`src/rtl/snoop_responder.sv`:
```
// snoop_responder
// Per-PE cache-side agent sitting at the far end of the snoop controller's
// request and broadcast lines. A snoop request looks up the broadcast address
// in the local tag/data arrays. The result comes back as DATA_AVAILABLE or
// DATA_NOT_AVAILABLE, and the hit block is driven onto SNOOP_DATA_BUS. A
// broadcast from another PE that hits a local line writes that line.
//
// Build option:
//   SNOOP_INVALIDATE_EN  defined     -> write-invalidate (UPDATE_VALID=0, UPDATE_DATA=0)
//                        not defined -> write-update (UPDATE_VALID=1, UPDATE_DATA=broadcast block)
//
// Ports:
//   CLK, RESET            clock (rising edge), asynchronous active-low reset
//   SNOOP_REQUEST         request pulse from the controller (rising edge detected)
//   BROADCAST_ADDR_BUS    address under snoop or broadcast
//   BROADCAST_DATA_BUS    broadcast block data
//   BROADCAST_INTERRUPT   new-data broadcast pulse (rising edge detected)
//   SELF_BROADCAST        this PE sourced the broadcast; sampled with its edge
//   DATA_AVAILABLE        level, last lookup hit
//   DATA_NOT_AVAILABLE    level, last lookup missed
//   SNOOP_DATA_BUS        block from the last hit
//   ARRAY_REQ/ARRAY_GRANT arbitration handshake for the cache arrays
//   ARRAY_INDEX           set index presented to the arrays
//   ARRAY_TAG/VALID/DATA  array read data, one cycle after ARRAY_INDEX
//   UPDATE_WRITE          one-cycle write strobe to the line at ARRAY_INDEX
//   UPDATE_VALID/DATA     valid bit and block written with UPDATE_WRITE
module snoop_responder #(
    parameter int ADDR_W = 28,
    parameter int DATA_W = 128,
    parameter int IDX_W  = 3
) (
    input  logic                     CLK,
    input  logic                     RESET,
    input  logic                     SNOOP_REQUEST,
    input  logic [ADDR_W-1:0]        BROADCAST_ADDR_BUS,
    input  logic [DATA_W-1:0]        BROADCAST_DATA_BUS,
    input  logic                     BROADCAST_INTERRUPT,
    input  logic                     SELF_BROADCAST,
    output logic                     DATA_AVAILABLE,
    output logic                     DATA_NOT_AVAILABLE,
    output logic [DATA_W-1:0]        SNOOP_DATA_BUS,
    output logic                     ARRAY_REQ,
    input  logic                     ARRAY_GRANT,
    output logic [IDX_W-1:0]         ARRAY_INDEX,
    input  logic [ADDR_W-IDX_W-1:0]  ARRAY_TAG,
    input  logic                     ARRAY_VALID,
    input  logic [DATA_W-1:0]        ARRAY_DATA,
    output logic                     UPDATE_WRITE,
    output logic                     UPDATE_VALID,
    output logic [DATA_W-1:0]        UPDATE_DATA
);

    typedef enum logic [2:0] {
        S_IDLE, S_ARB_R, S_ARB_B, S_RD_R, S_RD_B, S_CMP_R, S_CMP_B, S_WR_B
    } state_t;

    state_t state_q, state_d;

    logic              req_p0, bc_p0;
    logic              req_rise, bc_rise;
    logic              req_pend, bc_pend;
    logic [ADDR_W-1:0] req_addr, bc_addr;
    logic [DATA_W-1:0] bc_data;
    logic              bc_self;

    // Operands frozen when the arrays are granted, so a re-armed request or a
    // newer broadcast cannot change the address between index and compare.
    logic [ADDR_W-1:0] cur_addr;
    logic [DATA_W-1:0] cur_data;
    logic              cur_self;
    logic              hit;

    assign req_rise = SNOOP_REQUEST & ~req_p0;
    assign bc_rise  = BROADCAST_INTERRUPT & ~bc_p0;
    assign hit      = ARRAY_VALID && (ARRAY_TAG == cur_addr[ADDR_W-1:IDX_W]);

    // Control state: FSM, edge detectors, pending flags, response registers
    always_ff @(posedge CLK or negedge RESET) begin
        if (!RESET) begin
            state_q            <= S_IDLE;
            req_p0             <= 1'b0;
            bc_p0              <= 1'b0;
            req_pend           <= 1'b0;
            bc_pend            <= 1'b0;
            DATA_AVAILABLE     <= 1'b0;
            DATA_NOT_AVAILABLE <= 1'b0;
            SNOOP_DATA_BUS     <= '0;
        end else begin
            state_q <= state_d;
            req_p0  <= SNOOP_REQUEST;
            bc_p0   <= BROADCAST_INTERRUPT;

            // A fresh edge in the completing cycle wins over the clear.
            if (req_rise)
                req_pend <= 1'b1;
            else if (state_q == S_CMP_R)
                req_pend <= 1'b0;

            if (bc_rise)
                bc_pend <= 1'b1;
            else if (state_q == S_CMP_B)
                bc_pend <= 1'b0;

            if (state_q == S_CMP_R) begin
                DATA_AVAILABLE     <= hit;
                DATA_NOT_AVAILABLE <= ~hit;
                if (hit)
                    SNOOP_DATA_BUS <= ARRAY_DATA;
            end
        end
    end

    // Captured operands: qualified by edges and grant, no reset needed
    always_ff @(posedge CLK) begin
        if (req_rise)
            req_addr <= BROADCAST_ADDR_BUS;
        if (bc_rise) begin
            bc_addr <= BROADCAST_ADDR_BUS;
            bc_data <= BROADCAST_DATA_BUS;
            bc_self <= SELF_BROADCAST;
        end
        if (state_q == S_ARB_R && ARRAY_GRANT) begin
            cur_addr <= req_addr;
            cur_self <= 1'b0;
        end else if (state_q == S_ARB_B && ARRAY_GRANT) begin
            cur_addr <= bc_addr;
            cur_data <= bc_data;
            cur_self <= bc_self;
        end
    end

    // Next state and array-side outputs
    always_comb begin
        state_d      = state_q;
        ARRAY_REQ    = 1'b0;
        ARRAY_INDEX  = '0;
        UPDATE_WRITE = 1'b0;
        UPDATE_VALID = 1'b0;
        UPDATE_DATA  = '0;
        case (state_q)
            S_IDLE: begin
                // Looking at the raw edge too lets the edge cycle double as
                // the sync cycle; requests take priority over broadcasts.
                if (req_pend || req_rise)
                    state_d = S_ARB_R;
                else if (bc_pend || bc_rise)
                    state_d = S_ARB_B;
            end
            S_ARB_R: begin
                ARRAY_REQ = 1'b1;
                if (ARRAY_GRANT)
                    state_d = S_RD_R;
            end
            S_ARB_B: begin
                ARRAY_REQ = 1'b1;
                if (ARRAY_GRANT)
                    state_d = S_RD_B;
            end
            S_RD_R: begin
                ARRAY_REQ   = 1'b1;
                ARRAY_INDEX = cur_addr[IDX_W-1:0];
                state_d     = S_CMP_R;
            end
            S_RD_B: begin
                ARRAY_REQ   = 1'b1;
                ARRAY_INDEX = cur_addr[IDX_W-1:0];
                state_d     = S_CMP_B;
            end
            S_CMP_R: begin
                ARRAY_REQ = 1'b1;
                state_d   = S_IDLE;
            end
            S_CMP_B: begin
                ARRAY_REQ = 1'b1;
                state_d   = (hit && !cur_self) ? S_WR_B : S_IDLE;
            end
            S_WR_B: begin
                ARRAY_REQ    = 1'b1;
                ARRAY_INDEX  = cur_addr[IDX_W-1:0];
                UPDATE_WRITE = 1'b1;
`ifdef SNOOP_INVALIDATE_EN
                UPDATE_VALID = 1'b0;
                UPDATE_DATA  = '0;
`else
                UPDATE_VALID = 1'b1;
                UPDATE_DATA  = cur_data;
`endif
                state_d      = S_IDLE;
            end
            default: state_d = S_IDLE;
        endcase
    end

endmodule

```
`config.mk`:
```
export PLATFORM = sky130hd
export DESIGN_NAME = snoop_responder
export DESIGN_NICKNAME = d
export VERILOG_FILES = /design/src/rtl/snoop_responder.sv
export SDC_FILE = /design/constraint.sdc
export NUM_CORES = 1
export LEC_CHECK = 0
export BUFFER_PORTS_ARGS = -buffer_cell sky130_fd_sc_hd__buf_2
export CAP_MARGIN = 40
export CORE_AREA = 2 2 224 226
export DETAILED_ROUTE_END_ITERATION = 6
export DIE_AREA = 0 0 226 228
export GPL_TIMING_DRIVEN = 0
export PLACE_DENSITY_LB_ADDON = 0.2
export SYNTH_ARGS = -nofsm -noshare
export SYNTH_HDL_FRONTEND = slang
export SYNTH_SLANG_ARGS = --single-unit
```
`constraint.sdc`:
```
create_clock -name CLK -period 19.4 [get_ports CLK]
set_input_delay 1.94 -clock CLK [delete_from_list [all_inputs] [get_ports CLK]]
set_output_delay 1.94 -clock CLK [all_outputs]
set_load 0.02 [all_outputs]
```
# Word-level counts from Yosys, hierarchy flattened
# Index checks and enable logic that the tools add are counted.
# Widths: inputs -> output; s select.
# op_classes
eq_ne	11
muxes	16
bitwise	6
n_reduce_logical	17
# ops
operator	n
$mux 128	1
$mux 28	2
$eq 25x25->1	1
$pmux 3 s7	1
$mux 3	6
$eq 3x3->1 const B	4
$reduce_or 7->1	1
$eq 3x2->1 const B	2
$mux 1	6
$reduce_bool 2->1	3
$logic_and 1x1->1	4
$ne 2x2->1 const B	2
$not 1->1	4
$reduce_and 2->1	2
$eq 3x1->1 const B	1
$logic_not 3->1	1
$ne 3x3->1 const B	1
$reduce_and 3->1	1
$reduce_or 3->1	1
$and 1x1->1	2
$logic_or 1x1->1	2
$reduce_or 2->1	1
$logic_not 1->1	1
# totals
ff_bits	479
elab_cells	65

# Logic depth before layout (Yosys ltp)
# Gate-level depths: netlist of run 1.
# depth
word_depth	6
mapped_depth	7
depth_no_buf	5

# Least setup slack after synthesis of run 1
# OpenSTA, ideal clock, no wires.
# synth_timing
path_type	in2reg
from	input port ARRAY_GRANT
to	register cur_data[0], enable pin
setup_ps	618
arrival_ps	7402
path_slack_ps	11380
cell_stages	2
path_cell_list	nand2b_1 > nor2_1
# synth_via
elab_chain_cells	3
# synth_lines
element	line	rtl
from (decl)	43	input logic ARRAY_GRANT,
$logic_and 1x1->1	122	if (state_q == S_ARB_R && ARRAY_GRANT) begin
$not 1->1 (no line)	--	
$reduce_and 2->1 (no line) (*)	--	
to (signal assigned)	127	cur_data <= bc_data;
to (decl)	69	logic [DATA_W-1:0] cur_data;
# Mark *: on every way between the ends. The rest lies on a longest branch, timed or not.
# A chain may end at the register's enable or synchronous reset.

# Worst setup path after layout of run 1
# layout_timing
from	register state_q[2]
to	output port UPDATE_DATA[95]
# layout_via
elab_chain_cells	2
# layout_lines
element	line	rtl
from (decl)	57	state_t state_q, state_d;
from (signal assigned)	89	state_q <= state_d;
$eq 3x3->1	140	case (state_q)
$mux 128	140	
to (decl)	50	output logic [DATA_W-1:0] UPDATE_DATA
# Every way passes these cells.

==> results_dict.tcl, run 1 <==
set metrics [dict create \
    die_y_um 228 \
    cts_root_buf "clkbuf_16" \
    crit_path_max_incr_delay_ns 0.57 \
    layout_commonest_cell "buf_2" \
    p_int_mw 1.821 \
    synth-seq-cells 479 \
    fin_nets 1837 \
    setup_violations 0 \
    synth_fp_nets 1196 \
    ir_drop_mv 0.07859 \
    synth_top_area_share_pct 59.01 \
    switching_power_mw 0.5767 \
    pwr-share-clk_pct 38.8 \
    grt_use_total_pct 17.09 \
    final_cell_area_mm2 0.02295 \
    cp_data_arrival_time_ns 2.93 \
    initial_utilization_pct 35.16 \
    slew-limit-headroom_pct 51.91 \
    ff2ff_setup_slack_ns 16.82 \
    min_period_ns 4.865 \
    vias_per_cell 4.359 \
    combPwrFrac_pct 11.5 \
    ctsHoldBuffers 0 \
    wl_per_cell_um 20.00 \
    cts_made_buffers 51 \
    numPortBuffers 579 \
    overflow 0 \
    drt_iter0_drc 387 \
    synth_seq_area_share_pct 78.89 \
    via_count 9755 \
    ant_nets 0 \
    cts_sinks 479 \
    syn_inst 880 \
    seqPwrFrac_pct 49.7 \
    crit_buf_inv 4 \
    drc 0 \
    swShare_pct 24.05 \
    hp-class "flop to flop" \
    layout.cells.non_filler 2238 \
    drt_wl_total_mm 44.77 \
    status "finished clean" \
    power_density_mw_per_mm2 104.5 \
    syn_area_mm2 0.01735 \
    antenna_found_initial 16 \
    dp.cells 2140 \
    fp.dieW_um 226 \
    period_share_pct 25.08 \
    final_cell_mix "buf_2 (579), edfxtp_1 (341), dfrtp_1 (137)" \
    tns_ns 0 \
    cp_common_cell "clkbuf_1" \
    cts_resized 0 \
    grt_max_degree 117 \
    clock_latency_ns 0.58 \
    crit_chain "clkbuf_1, and3_1, clkbuf_1, clkbuf_1, and2_1, buf_2" \
    maxSlewViolCount 0 \
    max_freq_ghz 0.2055 \
    firstDrtPassIters 4 \
    crit_family "buffers and inverters" \
    ios 580 \
    start_kind "flop" \
    clk_path_buf_depth 3 \
    htree_num_levels 2 \
    rows 82 \
    fin_worst_skew_ns 0.01988 \
    grt_pass1_vias 10290 \
    netlist_top_cells_area "edfxtp_1 (59%), dfrtp_1 (20%), mux2_4 (7.7%), and2_1 (4.6%), mux2_2 (3.8%)" \
    p_leak_nw 10.51 \
    grt_first_pass_wirelength_mm 65.11 \
    cts.clk_slew.worst_paths_ns 0.06 \
    synth_cell_types 37 \
    crit_path_end_kind "output port" \
    crit_fanout 10 \
    place_area_mm2 0.02135 \
    cts_tree "built" \
    gp_congestion 0.8740 \
    path_class "flop to output port" \
    core_area_mm2 0.04935 \
    finish.utilization_pct 46.51 \
    postCtsSetupBuffers 0 \
    crit_slowest_cell "clkbuf_1" \
    dp_hpwl_mm 33.56 \
    yosysWarnings 0 \
    yosys.area.top_type "edfxtp_1" \
    die_area_mm2 0.05153 \
    worstPathRequired_ns 17.46 \
    max-cap-violations 0 \
    finalHoldViolCount 0 \
    tightest_slew_ns 0.7214 \
    syn_to_final_growth_pct 32.28 \
    rsz0062_at_grt "no" \
    syn_area_per_cell_um2 19.72 \
    drive_above_1_share_pct 52.66 \
]
-- routing by layer --
metal | global-route usage (%) | up-vias | share of wire (%)
met5 | 0 | - | 0.29
met4 | 6.312 | 22 | 2.7
li1 | - | 4505 | -
met2 | 30.38 | 325 | 52
met1 | 18.62 | 4802 | 37
met3 | 6.041 | 101 | 8.4
-- Yosys cell counts, drive strengths merged --
cell type,n
inv,3
o21ai,4
o32a,1
edfxtp,341
nor3b,2
nand4,6
xnor2,18
a21oi,4
nand2b,7
dfrtp,137
and2,128
nor2,7
dfxtp,1
nand3,1
buf,14
a32oi,1
nor3,1
nand3b,1
nor2b,4
o221ai,1
and3,1
clkbuf,21
or3,1
xor2,5
nand2,6
nor4,3
and3b,1
o21a,1
a21o,2
mux2,157
-- final timing paths --
path / startpoint / to / depth (start not counted)
setup reg to reg: state_q[1] / cur_data[95] / 6
max in group asynchronous: RESET / DATA_AVAILABLE / 2
min in group asynchronous: RESET / SNOOP_DATA_BUS[114] / 1
setup / recovery: state_q[2] / UPDATE_DATA[95] / 6
hold reg to reg: bc_data[80] / cur_data[80] / 0
hold / removal: bc_data[80] / cur_data[80] / 0
-- flip-flops by register name, indices dropped and copies added, names as in the netlist, 3 cells and up --
register and flops:
SNOOP_DATA_BUS 128, bc_addr 28, bc_data 128, cur_addr 28, cur_data 128, req_addr 28, state_q 3
-- through the flow --
step	total power, mW	setup slack, ns	hold WS, ns
finish	2.398	14.53	0.4128
global route	2.501	14.26	0.4146
CTS	2.437	14.40	0.4139
detailed placement	1.496	15.05	0.4045
global placement	1.489	8.472	0.4003
floorplan	1.366	11.38	0.4003
-- final cells by class --
class | count | area [um^2]
antenna | 5 | 12.51
buffer | 35 | 219.0
clock buffer | 73 | 1431
clock inverter | 20 | 160.2
fill | 4417 | 26400
inverter | 3 | 18.77
multi-input combinational | 363 | 3460
sequential | 479 | 13690
tap | 672 | 840.8
timing repair buffer | 588 | 3122
-- worst reg2reg max path: stages, from the launching register on --
cell and delay, ns:
dfrtp_1 0.37, clkbuf_1 0.33, nand2b_1 0.25, nor2_4 0.55, buf_12 0.29, buf_12 0.23
buf_12 0.23
-- cells by family after synthesis --
kind of cell	after synthesis	synth area share (%)
AOI/OAI and AO/OA	14	0.5192
DFF	479	78.89
and+or+nand+nor	169	5.992
xor gates and xnor gates	23	1.161
muxes	157	12.11
buffers and inverters	38	1.327
-- power groups by stage --
stage                     registers, mW  clock network, mW  logic (mW)
after floorplan                    1.22                  0       0.149
after global placement             1.23                  0       0.262
after detailed placement           1.21                  0       0.283
after CTS                          1.19              0.960       0.284
after global routing               1.20               1.00       0.302
final                              1.19              0.930       0.276
(Power assumes the default switching activity.)
==> inputs of run 2 (changes only) <==
- ABC_AREA: not set -> 1
- CORE_AREA: 2 2 224 226 -> 2 2 228 230
- DIE_AREA: 0 0 226 228 -> 0 0 230 232
- clock period: 19.4 -> 4.7 ns (I/O delays scaled with it)
==> results_dict.tcl, run 2 <==
set metrics [dict create \
    status "finished clean" \
    grt_max_degree 95 \
    syn_area_per_cell_um2 11.96 \
    cp_data_arrival_time_ns 2.99 \
    synth_cell_types 22 \
    cts_root_buf "clkbuf_16" \
    place_area_mm2 0.02187 \
    tns_ns 0 \
    cts_sinks 479 \
    ant_nets 0 \
    final_cell_mix "buf_2 (586), nand2_1 (432), edfxtp_1 (341)" \
    layout_commonest_cell "buf_2" \
    gp_congestion 0.8838 \
    syn_area_mm2 0.01796 \
    cts_tree "built" \
    rows 83 \
    pre_cts_slack_ns 1.748 \
    p_int_mw 7.662 \
    crit_cells 8 \
    tightest_slew_ns 0.7492 \
    p_total_mw 10.57 \
    core_area_mm2 0.05089 \
    numPortBuffers 579 \
    drive_above_1_share_pct 31.93 \
    syn_to_final_growth_pct 31.02 \
    fp.dieW_um 230 \
    fin_nets 2457 \
    setup_violations 0 \
    dp.cells 2766 \
    synth_fp_nets 1818 \
    crit_slowest_cell "nor2_1" \
    layout.cells.non_filler 2867 \
    period_share_pct 73.68 \
    rsz0062_at_grt "no" \
    crit_buf_inv 5 \
    grt_use_total_pct 19.09 \
    start_kind "flop" \
    ios 580 \
    swShare_pct 27.53 \
    drt_wl_total_mm 51.87 \
    cts_made_buffers 51 \
    crit_path_end_kind "output port" \
    max-cap-violations 0 \
    slew-limit-headroom_pct 49.93 \
    drt_iter0_drc 782 \
    crit_path_max_incr_delay_ns 0.49 \
    maxSlewViolCount 0 \
    finalHoldViolCount 0 \
    finish.utilization_pct 46.25 \
    clock_latency_ns 0.59 \
    fin_worst_skew_ns 0.01926 \
    combPwrFrac_pct 15.3 \
    via_count 12540 \
    postCtsSetupBuffers 0 \
    yosysMostFrequentCell "nand2_1" \
    holdWs_ns 0.04761 \
    overflow 0 \
    final_cell_area_mm2 0.02353 \
    vias_per_cell 4.374 \
    synth_seq_area_share_pct 76.21 \
    min_period_ns 3.463 \
    p_leak_nw 11.80 \
    crit_fanout 10 \
    ys.flop_type "edfxtp_1" \
    dp_hpwl_mm 39.10 \
    setup_slack_ns 1.237 \
    worstHoldPathCells 1 \
    cts.clk_slew.worst_paths_ns 0.06 \
    netlist_top_cells_area "edfxtp_1 (57%), dfrtp_1 (19%), nand2_1 (9.0%), inv_1 (4.0%), nand3_1 (3.8%)" \
    die_area_mm2 0.05336 \
    die_y_um 232 \
    power_density_mw_per_mm2 449.3 \
    grt_pass1_vias 12590 \
    switching_power_mw 2.911 \
    synth-seq-cells 479 \
    seqPwrFrac_pct 47.5 \
    crit_family "buffers and inverters" \
    syn_inst 1502 \
    firstDrtPassIters 5 \
    ir_drop_mv 0.4084 \
    path_class "flop to output port" \
    drc 0 \
    initial_utilization_pct 35.30 \
    grt_first_pass_wirelength_mm 76.38 \
    crit_chain "buf_2, nand2_1, nor2_1, inv_1, clkbuf_1, clkbuf_1, nor2_1, buf_2" \
    clk_path_buf_depth 3 \
    reg2regPathDepth 6 \
    synth-edff-count 341 \
    max_freq_ghz 0.2888 \
    pwr-share-clk_pct 37.2 \
    synth_top_area_share_pct 57.01 \
    nFillCells 4816 \
    htree_num_levels 2 \
    ys_top_cells_by_count "nand2_1 (432), edfxtp_1 (341), inv_1 (190), nor2_1 (169), nand3_1 (138)" \
    worstPathRequired_ns 4.23 \
    yosys.area.top_type "edfxtp_1" \
    yosysWarnings 0 \
    hp-class "input pin to flop" \
    reg.largest.list "SNOOP_DATA_BUS x128, bc_data x128, cur_data x128" \
    antenna_found_initial 17 \
    wl_per_cell_um 18.09 \
    synthArstFlopShare_pct 28.60 \
]
## run 2: cell count changes after synthesis, sizes merged, moves of 7 or more
cell,previous run,this run
and2,128,0
buf,14,35
nand3,1,138
inv,3,191
mux2,157,0
nand2,6,432
clkbuf,21,28
nand2b,7,0
xnor2,18,4
nor2,7,171
## run 2: area by class of cell
cell class / instances / area [um^2] / share of cell area, %
clock inverter: 26 / 237.7 / 1.010
tap: 680 / 850.8 / 3.615
inverter: 191 / 729.5 / 3.100
buffer: 63 / 430.4 / 1.829
clock buffer: 66 / 1384 / 5.880
sequential: 479 / 13690 / 58.17
multi-input combinational: 769 / 3133 / 13.31
antenna: 7 / 17.52 / 0.07444
timing repair buffer: 586 / 3062 / 13.01
## run 2: power groups by stage
stage	Sequential (mW)	Combinational [mW]	Clock (mW)
4_1_cts	5.02	1.66	4.04
3_5_place_dp	5.11	1.65	0
2_1_floorplan	5.11	0.912	0
5_1_grt	5.05	1.80	4.21
3_3_place_gp	5.15	1.59	0
6_report	5.02	1.62	3.93
## run 2: worst paths after layout
check                                       startpoint            endpoint  slack (ns)
worst max-delay path                        state_q[2]     UPDATE_DATA[56]        1.24
worst min-delay path            BROADCAST_DATA_BUS[65]         bc_data[65]        0.05
worst max register to register              state_q[0]         cur_addr[2]        2.25
worst min register to register             bc_data[80]        cur_data[80]        0.41
max in group asynchronous                        RESET   SNOOP_DATA_BUS[9]        3.41
min in group asynchronous                        RESET  SNOOP_DATA_BUS[76]        0.42
## run 2: repair_timing
action                    4_1_cts  5_1_grt
gates resized for setup         0        0
hold buffers                    2        0
hold endpoints to repair       55        0
## run 2: worst register-to-register path, stage by stage (launching register included)
cell	delay, ns
dfrtp_1	0.43
inv_1	0.16
nor3_1	0.08
nand2_1	0.13
clkbuf_1	0.44
nand2_1	0.59
buf_16	0.36
## run 2: cell families after synthesis
family | after synthesis | synth area share [%]
compound gates | 13 | 0.3622
xor+xnor | 5 | 0.2438
buf+inv | 254 | 6.388
flops | 479 | 76.21
simple gates | 751 | 16.80
## run 2: per-layer routing
metal  track usage, %  wire length, um  vias to the layer above  share of wire (%)
li1                 -                -                     6129                  -
met1            21.97            19890                     5818                 38
met2            32.76            25590                      489                 49
met3            7.515             5065                       87                9.8
met4            5.867             1214                       16                2.3
met5                0              105                        -               0.20
==> inputs of run 3 (changes only) <==
- clock period: 4.7 -> 3.2 ns (I/O delays scaled with it)
==> results_dict.tcl, run 3 (synthesis gave the netlist of run 2 again) <==
set metrics [dict create \
    p_leak_nw 13.03 \
    worstPathRequired_ns 2.88 \
    final_cell_mix "buf_2 (586), nand2_1 (432), edfxtp_1 (341)" \
    max-cap-violations 0 \
    cts.clk_slew.worst_paths_ns 0.06 \
    cts_tree "built" \
    grt_use_total_pct 19.70 \
    r2r_start "state_q[1]" \
    gp_congestion 0.8903 \
    cts_root_buf "clkbuf_16" \
    firstDrtPassIters 7 \
    r2r-end "cur_data[117]" \
    power_density_mw_per_mm2 596.1 \
    htree_num_levels 2 \
    cts_sinks 479 \
    clk_path_buf_depth 3 \
    period_share_pct 93.42 \
    worstHoldPathCells 3 \
    fin_nets 2749 \
    pre_cts_slack_ns 0.5076 \
    ios 580 \
    finalHoldViolCount 0 \
    initial_utilization_pct 35.30 \
    clock_latency_ns 0.58 \
    core_area_mm2 0.05089 \
    grt_first_pass_wirelength_mm 80.23 \
    ant_nets 0 \
    holdWs_ns 0.04583 \
    hold_path_startpoint "ARRAY_DATA[0]" \
    status "finished clean" \
    crit_path_end_kind "output port" \
    tightest_slew_ns 0.8198 \
    overflow 0 \
    start_kind "flop" \
    place_area_mm2 0.02201 \
    min_period_ns 2.989 \
    setup_slack_ns 0.2106 \
    grt_max_degree 88 \
    reg2regPathDepth 6 \
    fp.dieW_um 230 \
    final_cell_area_mm2 0.02651 \
    drt_wl_total_mm 53.93 \
    maxSlewViolCount 0 \
    via_count 14000 \
    rows 83 \
    die_y_um 232 \
    numPortBuffers 579 \
    cts_made_buffers 52 \
    fin_worst_skew_ns 0.01376 \
    cp_data_arrival_time_ns 2.67 \
    nFillCells 4499 \
    crit_fanout 10 \
    hold_end "SNOOP_DATA_BUS[0]" \
    drive_above_1_share_pct 28.67 \
    drc 0 \
    vias_per_cell 4.432 \
    hp-class "input pin to flop" \
    ff2ff_setup_slack_ns 0.68 \
    setup_violations 0 \
    max_freq_ghz 0.3345 \
    die_area_mm2 0.05336 \
    ir_drop_mv 0.4708 \
    path_class "flop to output port" \
    drt_iter0_drc 861 \
    reg.largest.list "SNOOP_DATA_BUS x128, bc_data x128, cur_data x128" \
    grt_pass1_vias 14210 \
    wl_per_cell_um 17.07 \
    slew-limit-headroom_pct 45.23 \
    antenna_found_initial 7 \
    p_total_mw 15.80 \
    dp_hpwl_mm 39.42 \
    layout_commonest_cell "buf_2" \
    syn_to_final_growth_pct 47.58 \
]
run 3: area by class of cell:
type                            count  area (um^2)  area share, %
Clock inverter                     19        162.7         0.6136
Antenna cell                        6        15.01        0.05664
Tap cell                          680        850.8          3.210
Clock buffer                       75         1458          5.499
Inverter                          191        732.0          2.761
Timing Repair Buffer              877         6022          22.72
Buffer                             63        431.7          1.629
Sequential cell                   479        13690          51.64
Multi-Input combinational cell    769         3147          11.87
run 3: report_power, final:
part / leakage (nW) / switching, mW / internal, mW
Combinational: 7.19 / 1.80 / 0.929
Sequential: 5.06 / 0.149 / 7.23
Clock: 0.781 / 2.38 / 3.32
run 3: worst max-delay path: stages, from the launching register on:
cell      delay (ns)
dfrtp_1         0.35
buf_2           0.16
nand2_1         0.18
nor2_4          0.09
inv_1           0.07
clkbuf_1        0.33
buf_6           0.21
clkbuf_1        0.35
nor2_1          0.15
buf_2           0.19
run 3: stage by stage:
step / utilization (%) / cells / TNS [ns]
floorplan: - / 1502 / -0.08565
global placement: 42.70 / 2761 / -410.49
detailed placement: 43.25 / 2774 / 0
CTS: 52.05 / 3153 / 0
global route: 52.08 / 3157 / -0.004105
finish: 52.09 / 3159 / 0
run 3: worst max path at each step:
stage | slack [ns] | start | endpoint
floorplan | -0.06 | BROADCAST_INTERRUPT | state_q[0]
global placement | -1.66 | BROADCAST_INTERRUPT | bc_data[15]
detailed placement | 0.51 | state_q[2] | UPDATE_DATA[95]
CTS | 0.04 | state_q[2] | UPDATE_DATA[95]
global route | -0.004 | state_q[2] | UPDATE_DATA[95]
finish | 0.21 | state_q[2] | UPDATE_DATA[95]
run 3: per-layer routing:
| layer | up-vias | GRT usage, % | routed length [um] |
|---|---|---|---|
| met5 | - | 0 | 0 |
| met2 | 565 | 34.36 | 26560 |
| met3 | 105 | 5.182 | 4213 |
| met4 | 0 | 8.790 | 2250 |
| li1 | 6717 | - | - |
| met1 | 6613 | 22.78 | 20910 |
run 3: repair_timing:
item                                    CTS  global route
hold buffers                            285             0
pin swaps                                 0             0
setup buffers                             0             0
gates resized for setup                   1             3
endpoints found under the setup margin   61            23
endpoints found under the hold margin   362             0
